[src/rtl/panel_input.sv]
// ---------------------------------------------------------------------------
// panel_input
//   Front-panel key front end for the washing-machine controller. Each of the
//   four raw push-buttons is synchronised and debounced, and every accepted
//   press becomes a one-cycle event for the main controller FSM. The block
//   also drives a retriggerable key-beep enable and, optionally, a power-key
//   long-press event.
//
//   Build option: define PANEL_LONGPRESS_EN to give the power key a hold
//   counter. With it, powerLong pulses after LONG_CYCLES of debounced hold,
//   and powerPress moves to the accepted release (only if no long press
//   fired). Without it, powerPress fires at debounce like the other keys and
//   powerLong is tied low.
//
// Parameters
//   DEBOUNCE_CYCLES : cycles a synchronised level must stay stable (>= 2)
//   LONG_CYCLES     : debounced power-key hold time for powerLong (>= 2)
//   BEEP_CYCLES     : keyBeep high time after any event
//   CNT_W           : counter width, must hold all three values above
//
// Ports
//   cp                                       : system clock
//   reset                                    : async, active-high reset
//   btnPower/btnStart/btnMode/btnLevel       : raw keys, active-high, async
//   powerPress/startPress/modePress/levelPress : one-cycle press events
//   powerLong                                : one-cycle long-press event
//   anyHeld                                  : some key is HELD/RELEASE_WAIT
//   keyBeep                                  : beeper enable
// ---------------------------------------------------------------------------
module panel_input #(
   parameter int unsigned DEBOUNCE_CYCLES = 20000,
   parameter int unsigned LONG_CYCLES     = 2000000,
   parameter int unsigned BEEP_CYCLES     = 50000,
   parameter int unsigned CNT_W           = 22
) (
   input  logic cp,
   input  logic reset,
   input  logic btnPower,
   input  logic btnStart,
   input  logic btnMode,
   input  logic btnLevel,
   output logic powerPress,
   output logic startPress,
   output logic modePress,
   output logic levelPress,
   output logic powerLong,
   output logic anyHeld,
   output logic keyBeep
);

   typedef enum logic [1:0] {
      ST_IDLE,
      ST_PRESS_WAIT,
      ST_HELD,
      ST_RELEASE_WAIT
   } key_state_t;

   // Key index: 0 power, 1 start, 2 mode, 3 level.
   localparam int NKEY = 4;
   localparam logic [CNT_W-1:0] DEB_LAST  = CNT_W'(DEBOUNCE_CYCLES - 1);
   localparam logic [CNT_W-1:0] BEEP_LOAD = CNT_W'(BEEP_CYCLES);

   // Elaboration-time guard against a counter too narrow for its limits.
   if (DEBOUNCE_CYCLES < 2 || LONG_CYCLES < 2 ||
       CNT_W < $clog2(DEBOUNCE_CYCLES + 1) ||
       CNT_W < $clog2(LONG_CYCLES + 1) ||
       CNT_W < $clog2(BEEP_CYCLES + 1)) begin : g_param_check
      $error("panel_input: inconsistent counter parameters");
   end

   logic [NKEY-1:0]  w_raw;
   logic [NKEY-1:0]  r_s1;
   logic [NKEY-1:0]  r_s2;
   key_state_t       r_state     [NKEY];
   key_state_t       w_state_nxt [NKEY];
   logic [CNT_W-1:0] r_cnt       [NKEY];
   logic [CNT_W-1:0] w_cnt_nxt   [NKEY];
   logic [NKEY-1:0]  w_pressed;    // PRESS_WAIT -> HELD this cycle
   logic [NKEY-1:0]  w_event;      // press event to register
   logic             w_long_fire;  // long-press event to register
   logic [NKEY-1:0]  r_press;
   logic             r_long;
   logic [CNT_W-1:0] r_beep;
   logic             w_any_held;

   assign w_raw = {btnLevel, btnMode, btnStart, btnPower};

   // Two-flop synchroniser; the FSMs only ever look at r_s2.
   // NOTE: clocked state uses non-blocking assignments so every flop samples
   // pre-edge values regardless of statement order.
   always_ff @(posedge cp or posedge reset) begin
      if (reset) begin
         r_s1 <= '0;
         r_s2 <= '0;
      end else begin
         r_s1 <= w_raw;
         r_s2 <= r_s1;
      end
   end

   always_ff @(posedge cp or posedge reset) begin
      if (reset) begin
         for (int k = 0; k < NKEY; k++) begin
            r_state[k] <= ST_IDLE;
            r_cnt[k]   <= '0;
         end
      end else begin
         for (int k = 0; k < NKEY; k++) begin
            r_state[k] <= w_state_nxt[k];
            r_cnt[k]   <= w_cnt_nxt[k];
         end
      end
   end

   // Per-key debounce FSM. A bounce in PRESS_WAIT drops back to IDLE; a
   // bounce in RELEASE_WAIT drops back to HELD without a new event.
   // NOTE: every output of this block gets a default before the case, so no
   // path leaves a variable unassigned and no latch is inferred.
   always_comb begin
      w_pressed = '0;
      for (int k = 0; k < NKEY; k++) begin
         w_state_nxt[k] = r_state[k];
         w_cnt_nxt[k]   = r_cnt[k];
         case (r_state[k])
            ST_IDLE: begin
               if (r_s2[k]) begin
                  w_state_nxt[k] = ST_PRESS_WAIT;
                  w_cnt_nxt[k]   = '0;
               end
            end
            ST_PRESS_WAIT: begin
               if (!r_s2[k]) begin
                  w_state_nxt[k] = ST_IDLE;
               end else if (r_cnt[k] == DEB_LAST) begin
                  w_state_nxt[k] = ST_HELD;
                  w_pressed[k]   = 1'b1;
               end else begin
                  w_cnt_nxt[k] = r_cnt[k] + CNT_W'(1);
               end
            end
            ST_HELD: begin
               if (!r_s2[k]) begin
                  w_state_nxt[k] = ST_RELEASE_WAIT;
                  w_cnt_nxt[k]   = '0;
               end
            end
            ST_RELEASE_WAIT: begin
               if (r_s2[k]) begin
                  w_state_nxt[k] = ST_HELD;
               end else if (r_cnt[k] == DEB_LAST) begin
                  w_state_nxt[k] = ST_IDLE;
               end else begin
                  w_cnt_nxt[k] = r_cnt[k] + CNT_W'(1);
               end
            end
            default: w_state_nxt[k] = ST_IDLE;
         endcase
      end
   end

`ifdef PANEL_LONGPRESS_EN
   localparam logic [CNT_W-1:0] LONG_LAST = CNT_W'(LONG_CYCLES - 1);
   localparam logic [CNT_W-1:0] LONG_PRE  = CNT_W'(LONG_CYCLES - 2);

   logic [CNT_W-1:0] r_hold;
   logic             r_long_fired;
   logic             w_power_held;
   logic             w_power_release;

   assign w_power_held    = (r_state[0] == ST_HELD) || (r_state[0] == ST_RELEASE_WAIT);
   assign w_power_release = (r_state[0] == ST_RELEASE_WAIT) && !r_s2[0] && (r_cnt[0] == DEB_LAST);
   // Fire on the edge where the hold counter reaches LONG_LAST.
   assign w_long_fire     = w_power_held && (r_hold == LONG_PRE) && !r_long_fired;

   // Hold counter saturates at LONG_LAST so it cannot wrap and refire; a
   // release bounce does not clear it.
   always_ff @(posedge cp or posedge reset) begin
      if (reset) begin
         r_hold       <= '0;
         r_long_fired <= 1'b0;
      end else begin
         if (w_pressed[0]) begin
            r_hold <= '0;
         end else if (w_power_held && (r_hold != LONG_LAST)) begin
            r_hold <= r_hold + CNT_W'(1);
         end
         if (r_state[0] == ST_IDLE) begin
            r_long_fired <= 1'b0;
         end else if (w_long_fire) begin
            r_long_fired <= 1'b1;
         end
      end
   end

   // Power press moves to release and is suppressed once a long press fired
   // (including one firing on the very same edge).
   assign w_event[0] = w_power_release && !r_long_fired && !w_long_fire;
`else
   assign w_long_fire = 1'b0;
   assign w_event[0]  = w_pressed[0];
`endif

   assign w_event[NKEY-1:1] = w_pressed[NKEY-1:1];

   // Registered events plus the retriggerable beep counter.
   always_ff @(posedge cp or posedge reset) begin
      if (reset) begin
         r_press <= '0;
         r_long  <= 1'b0;
         r_beep  <= '0;
      end else begin
         r_press <= w_event;
         r_long  <= w_long_fire;
         if ((|w_event) || w_long_fire) begin
            r_beep <= BEEP_LOAD;
         end else if (r_beep != '0) begin
            r_beep <= r_beep - CNT_W'(1);
         end
      end
   end

   always_comb begin
      w_any_held = 1'b0;
      for (int k = 0; k < NKEY; k++) begin
         if ((r_state[k] == ST_HELD) || (r_state[k] == ST_RELEASE_WAIT)) begin
            w_any_held = 1'b1;
         end
      end
   end

   assign powerPress = r_press[0];
   assign startPress = r_press[1];
   assign modePress  = r_press[2];
   assign levelPress = r_press[3];
   assign powerLong  = r_long;
   assign anyHeld    = w_any_held;
   assign keyBeep    = (r_beep != '0);

endmodule

[config.mk]
export PLATFORM = sky130hd
export DESIGN_NAME = panel_input
export DESIGN_NICKNAME = d
export VERILOG_FILES = /design/src/rtl/panel_input.sv
export SDC_FILE = /design/constraint.sdc
export NUM_CORES = 1
export LEC_CHECK = 0
export CAP_MARGIN = 15
export CORE_MARGIN = 10
export CORE_UTILIZATION = 60
export DETAILED_ROUTE_END_ITERATION = 8
export GPL_TIMING_DRIVEN = 0
export PLACE_DENSITY = 0.76
export SYNTH_ARGS = -nofsm -noshare
export SYNTH_HDL_FRONTEND = slang
export SYNTH_SLANG_ARGS = --single-unit
[constraint.sdc]
create_clock -name cp -period 14.84 [get_ports cp]
set_input_delay 4.452 -clock cp [delete_from_list [all_inputs] [get_ports cp]]
set_output_delay 4.452 -clock cp [all_outputs]
set_load 0.03 [all_outputs]
==> impl_metrics.tcl, run 1 <==
set metrics [dict create \
    status "finished clean" \
    hp-class "reg2reg" \
    setup_violations 0 \
    synthDistinctLibCells 54 \
    mostFrequentLayoutCells "130 x dfrtp_1, 103 x nor2_1, 63 x nand2_1, 40 x xor2_1, 38 x o21ai_0" \
    rows 38 \
    htree_levels 4 \
    vias_per_cell 6.103 \
    cts_buffers 17 \
    layout_commonest_cell "dfrtp_1" \
    grt-ovfl-total 0 \
    synth_edf_count 0 \
    synthArstFlopShare_pct 100.0 \
    criticalPathCategory "reg2out" \
    syn_inst 730 \
    tns_ns 0 \
    grt_first_pass_wirelength_microns 25600 \
    postCtsSetupBuffers 0 \
    total_power_mw 0.8090 \
    gp_routability_congestion 0.8531 \
    avgSynthCellArea_sq_um 9.327 \
    leakage_nw 3.397 \
    max_clock_freq_ghz 0.1353 \
    post-route-period-util_pct 49.79 \
    synth-seq-cells 130 \
    rsz0062_at_grt "no" \
    num_antenna_cells 0 \
    critPathMaxFanout 10 \
    drtIter0Drc 432 \
    pwr_density_cell_nw_per_um2 105.3 \
    post_cts_resize_count 0 \
    cts-root-buf "clkbuf_16" \
    routed_wl_microns 14550 \
    drv_cap 0 \
    synthTopCellsByArea "dfrtp_1 48%, nor2_1 5.7%, xor2_1 5.1%" \
    initial_utilization_pct 62.00 \
    fp.dieH_microns 126.5 \
    insertion_delay_ns 0.42 \
    mappedNetlistNets 741 \
    dr.pass1.iters 5 \
    hold_violations 0 \
    grt_max_degree 100 \
    antenna_found_initial 0 \
    worstPathRequired_ns 10.39 \
    core-area_sq_um 10980 \
    cts_buffer_depth 2 \
    ys_seq_area_share_pct 47.78 \
    synth_area_leader_cell "dfrtp_1" \
    finalNetCount 772 \
    first_global_vias 5604 \
    netlist_area_sq_um 6809 \
    startpoint_type "register" \
    drc 0 \
    io_pins 13 \
    clk_pin_slew_worst_paths_ns 0.06 \
    drv_slew 0 \
    synth_top_cell_area_share_pct 47.78 \
    synth_ff_type "dfrtp_1" \
    worst_pin_slew_ns 1.114 \
    grt_use_total_pct 18.72 \
    place_hpwl_microns 9716 \
    cts_hold_buffers 0 \
    slew_headroom_pct 25.02 \
    holdWs_ns 0.3428 \
    ant_nets 0 \
    crit_path_end_kind "output pin" \
    post_drt_wl_per_cell_microns 15.92 \
    routed-via-count 5578 \
    arrival_ns 2.94 \
    cts.sinks 130 \
    finalCriticalPeriod_ns 7.389 \
    io_buffers 11 \
    dieArea_sq_um 16010 \
    yosys_warnings 0 \
    fin_skew_ns 0.007539 \
    drive_gt1_share_pct 6.202 \
    cts_tree "built" \
    dieWidth_microns 126.5 \
    area_growth_pct 12.81 \
    peakVddDrop_uv 125.1 \
]
==> worst max-delay path, stage by stage, from the launching register on <==
cell,delay [ns]
dfrtp_1,0.39
inv_1,0.11
ha_1,0.18
nor4b_1,0.42
nand4_1,0.23
clkbuf_1,0.29
nor2_1,0.22
inv_1,0.08
clkdlybuf4s50_1,0.60
==> layer usage <==
| layer | share of wire (%) | GRT usage [%] | vias up | wire, microns |
|---|---|---|---|---|
| met3 | 4.3 | 5.456 | 21 | 629 |
| li1 | - | - | 2688 | - |
| met4 | 1.2 | 7.100 | 0 | 177 |
| met1 | 45 | 22.77 | 2745 | 6599 |
| met5 | 0 | 0 | - | 0 |
| met2 | 49 | 30.77 | 124 | 7141 |
==> kinds of logic (layout without fill, tap and decap cells) <==
logic type / after synthesis / in the layout / share of synthesized area (%)
AO/OA/AOI/OAI: 97 / 97 / 9.169
XOR/XNOR: 67 / 67 / 8.618
adder cells (fa/ha/maj): 5 / 5 / 0.9188
buffers and inverters: 50 / 94 / 2.977
flip-flops: 130 / 130 / 47.78
multiplexers: 23 / 23 / 3.473
other: 1 / 1 / 0.05507
AND/OR/NAND/NOR: 357 / 357 / 27.01
==> synth_stat cells (all sizes together), types with 3 or more instances <==
| master | instances |
|---|---|
| nand4 | 30 |
| xnor2 | 27 |
| or3 | 13 |
| nand2 | 63 |
| and3 | 11 |
| dfrtp | 130 |
| nor4 | 30 |
| xor2 | 40 |
| or4 | 11 |
| nand4b | 3 |
| inv | 20 |
| a21o | 5 |
| ha | 5 |
| o21ai | 38 |
| nand2b | 7 |
| o211ai | 10 |
| or2 | 5 |
| nor2 | 103 |
| a22o | 5 |
| o2111ai | 4 |
| o31ai | 7 |
| nor4b | 9 |
| nand3 | 34 |
| mux2i | 18 |
| a21oi | 13 |
| o31a | 3 |
| buf | 7 |
| nor3 | 23 |
| mux2 | 5 |
| clkbuf | 23 |
| and4 | 5 |
| o21a | 3 |
==> registers in the layout, indices dropped and copies added (netlist names), named ones only <==
name	count
r_cnt	88
r_beep	22
r_press	4
r_s1	4
r_s2	4
r_state	4
==> stage by stage <==
step	cells	worst slack [ns]	util (%)	cell area, sq um
3_5_place_dp	882	7.909	64.89	7127
3_3_place_gp	881	5.176	64.59	7094
2_1_floorplan	730	6.919	-	6809
4_1_cts	914	7.459	69.94	7681
6_report	914	7.451	69.94	7681
5_1_grt	914	7.203	69.94	7681
==> cell type report <==
type	instances	area (sq um)
Clock buffer	28	506.7
Sequential cell	130	3253
Clock inverter	4	47.55
Multi-Input combinational cell	550	3353
Inverter	20	80.08
Timing Repair Buffer	12	137.6
Tap cell	140	175.2
Fill cell	842	3302
Buffer	30	127.6
==> power by group <==
| part | total (mW) | switching, mW | internal, mW |
|---|---|---|---|
| clock network | 0.392 | 0.145 | 0.247 |
| logic | 0.0391 | 0.0253 | 0.0138 |
| registers | 0.378 | 0.0131 | 0.365 |
==> path summary, 6_finish.rpt <==
kind / to / start / slack [ns] / cells past startpoint
max: keyBeep / r_beep[0] / 7.45 / 8
min: r_s2[3] / r_s1[3] / 0.34 / 0
max reg2reg: r_beep[4] / r_beep[0] / 12.37 / 7
min reg2reg: r_s2[3] / r_s1[3] / 0.34 / 0
max in group asynchronous: r_cnt[37] / reset / 9.70 / 3
min in group asynchronous: r_beep[0] / reset / 4.38 / 2
No activity file was read; power rests on OpenSTA's default activity.
==> run 2, diff against run 1 <==
Clock period 14.84 ns to 7.03 ns, I/O delays scaled along.
==> results of run 2 <==
The final DEF is identical to that of run 1. Status: finished clean.
Among the figures that moved: setup slack after placement 7.909 ns -> 2.442 ns; setup slack after layout 7.451 ns -> 1.984 ns; register-to-register setup slack 12.37 ns -> 4.56 ns; total power 0.8090 mW -> 1.708 mW; worst IR drop on VDD 125.1 uV -> 264.0 uV
==> run 3, diff against run 2 <==
Settings changed: CORE_UTILIZATION 60 to 56, PLACE_DENSITY 0.76 to 0.75.
Clock period 7.03 ns to 4.49 ns, I/O delays scaled along.
==> run 3 against run 2 <==
- sequential share of layout area shrank 0.81 points
- final cell count up 1.1%
- core utilization fell by 4.5 points
- critical endpoint unchanged
- register-to-register slack worse by 2.6 ns
- worst hold slack gained 0.0064 ns
- first-iteration DRC count is 0.93% higher
- global-route usage shrank 0.35 points
- flip-flop and latch count did not move
- clock-buffer cell count shrank 6
- sequential power is 57% higher
- largest power group unchanged
==> impl_metrics.tcl, run 3 (synthesis results as in run 1) <==
set metrics [dict create \
    status "finished clean" \
    internal-power_mw 2.278 \
    criticalPathCategory "reg2out" \
    hold_violations 0 \
    cts.sinks 130 \
    post-route-period-util_pct 92.30 \
    grt_max_degree 38 \
    dieArea_sq_um 16970 \
    combPwrFrac_pct 4.5 \
    drv_slew 0 \
    dr.pass1.iters 5 \
    io_pins 13 \
    arrival_ns 2.80 \
    grt-ovfl-total 0 \
    dp_cells 891 \
    num_antenna_cells 0 \
    cts-root-buf "clkbuf_16" \
    finalCriticalPeriod_ns 4.144 \
    drtIter0Drc 436 \
    clockPowerShare_pct 52.4 \
    first_global_vias 5514 \
    antenna_found_initial 0 \
    critPathMaxFanout 10 \
    power.switching_mw 0.6179 \
    leakage_nw 3.471 \
    worstPathRequired_ns 3.14 \
    switching_share_pct 21.33 \
    seqPwrFrac_pct 43.1 \
    worst_pin_slew_ns 1.146 \
    area_growth_pct 15.01 \
    initial_utilization_pct 56.92 \
    tns_ns 0 \
    fp.dieH_microns 130.3 \
    grt_first_pass_wirelength_microns 25520 \
    crit_path_end_kind "output pin" \
    pwr_density_cell_nw_per_um2 369.9 \
    cts_tree "built" \
    io_buffers 11 \
    fin_skew_ns 0.01281 \
    cts_hold_buffers 0 \
    hp-class "reg2reg" \
    drv_cap 0 \
    routed_wl_microns 14720 \
    cts_buffer_depth 2 \
    mostFrequentLayoutCells "130 x dfrtp_1, 103 x nor2_1, 63 x nand2_1, 40 x xor2_1, 38 x o21ai_0" \
    critPathSlowestCell "clkdlybuf4s50_1" \
    drive_gt1_share_pct 7.336 \
    clk_pin_slew_worst_paths_ns 0.06 \
    routed-via-count 5609 \
    dieWidth_microns 130.3 \
    max_clock_freq_ghz 0.2413 \
    drc 0 \
    startpoint_type "register" \
    core-area_sq_um 11960 \
    peakVddDrop_uv 381.1 \
    cts_buffers 17 \
    rsz0062_at_grt "no" \
    grt_use_total_pct 18.37 \
    htree_levels 4 \
    stdcell_count 924 \
    rows 40 \
    ant_nets 0 \
    postCtsSetupBuffers 0 \
    top_regs "r_cnt x88, r_beep x22" \
    critical_path.top_delay_family "buffers and inverters" \
    top_register "r_cnt" \
    largest_reg_flops 88 \
    slew_headroom_pct 22.92 \
    layout_commonest_cell "dfrtp_1" \
    setup_violations 0 \
    worst_path_most_repeated_cell "inv_1" \
    vias_per_cell 6.070 \
    place_hpwl_microns 9952 \
    finalNetCount 775 \
    post_drt_wl_per_cell_microns 15.93 \
    slowest_delay_ns 0.60 \
    insertion_delay_ns 0.42 \
    path_buf_inv 4 \
    gp_routability_congestion 0.8215 \
    path_cells "inv_1 -> ha_1 -> nor4b_2 -> nand4_1 -> clkbuf_1 -> nor2_1 -> inv_1 -> clkdlybuf4s50_1" \
]
## run 3: changes by cell type in the layout (fill, tap and decap cells not counted), sizes merged
cell	change
inv	-1
bufinv	+4
clkinv	+3
clkbuf	-5
buf	+2
## run 3: cell type report
| cell class | instances | area [sq um] |
|---|---|---|
| fill | 912 | 4130 |
| multi-input combinational | 550 | 3359 |
| sequential | 130 | 3253 |
| clock buffer | 22 | 474.2 |
| tap | 147 | 183.9 |
| clock inverter | 10 | 178.9 |
| timing repair buffer | 15 | 175.2 |
| buffer | 30 | 127.6 |
| inverter | 20 | 78.83 |
## run 3: through the flow
step / total power [mW] / utilization, % / area (sq um) / setup slack [ns] / hold slack (ns)
final: 2.896 / 65.47 / 7831 / 0.3455 / 0.3492
after global routing: 3.003 / 65.47 / 7831 / 0.1388 / 0.3533
after CTS: 2.917 / 65.38 / 7820 / 0.2300 / 0.3495
after detailed placement: 1.398 / 59.92 / 7167 / 0.7153 / 0.3365
after global placement: 1.384 / 59.41 / 7107 / 0.3980 / 0.3355
after floorplan: 1.351 / - / 6813 / 1.490 / 0.3312
## run 3: timing repair
item                       CTS  global route
gates resized for setup      0             1
setup endpoints to repair    0             1
hold endpoints to repair     0             0
## run 3: per-layer routing
layer / GRT usage, % / share of wire, % / vias to the layer above
met5: 0 / 0 / -
met3: 5.477 / 4.3 / 28
met4: 6.481 / 1.4 / 0
li1: - / - / 2696
met1: 22.43 / 45 / 2752
met2: 30.25 / 50 / 133
## run 3: final timing paths
check / from / to / slack (ns) / cells past startpoint
min in group asynchronous: reset / r_beep[0] / 1.36 / 2
max in group asynchronous: reset / r_cnt[12] / 2.05 / 5
hold / removal: r_s1[0] / r_s2[0] / 0.35 / 0
setup / recovery: r_beep[0] / keyBeep / 0.35 / 8
setup reg to reg: r_cnt[66] / r_beep[17] / 2.00 / 8
hold reg to reg: r_s1[0] / r_s2[0] / 0.35 / 0
## run 3: power groups by stage
stage	logic (mW)	registers (mW)	clock network, mW
3_3_place_gp	0.120	1.26	0
3_5_place_dp	0.131	1.27	0
2_1_floorplan	0.0940	1.26	0
6_report	0.130	1.25	1.52
5_1_grt	0.149	1.25	1.60
4_1_cts	0.133	1.25	1.54
## run 3: worst register-to-register path: stages (launching register included)
cell,delay [ns]
dfrtp_1,0.40
ha_1,0.20
and4_1,0.21
clkbuf_1,0.24
nand4_1,0.23
nor4_1,0.43
a2111o_1,0.29
buf_2,0.28
nor2_1,0.09
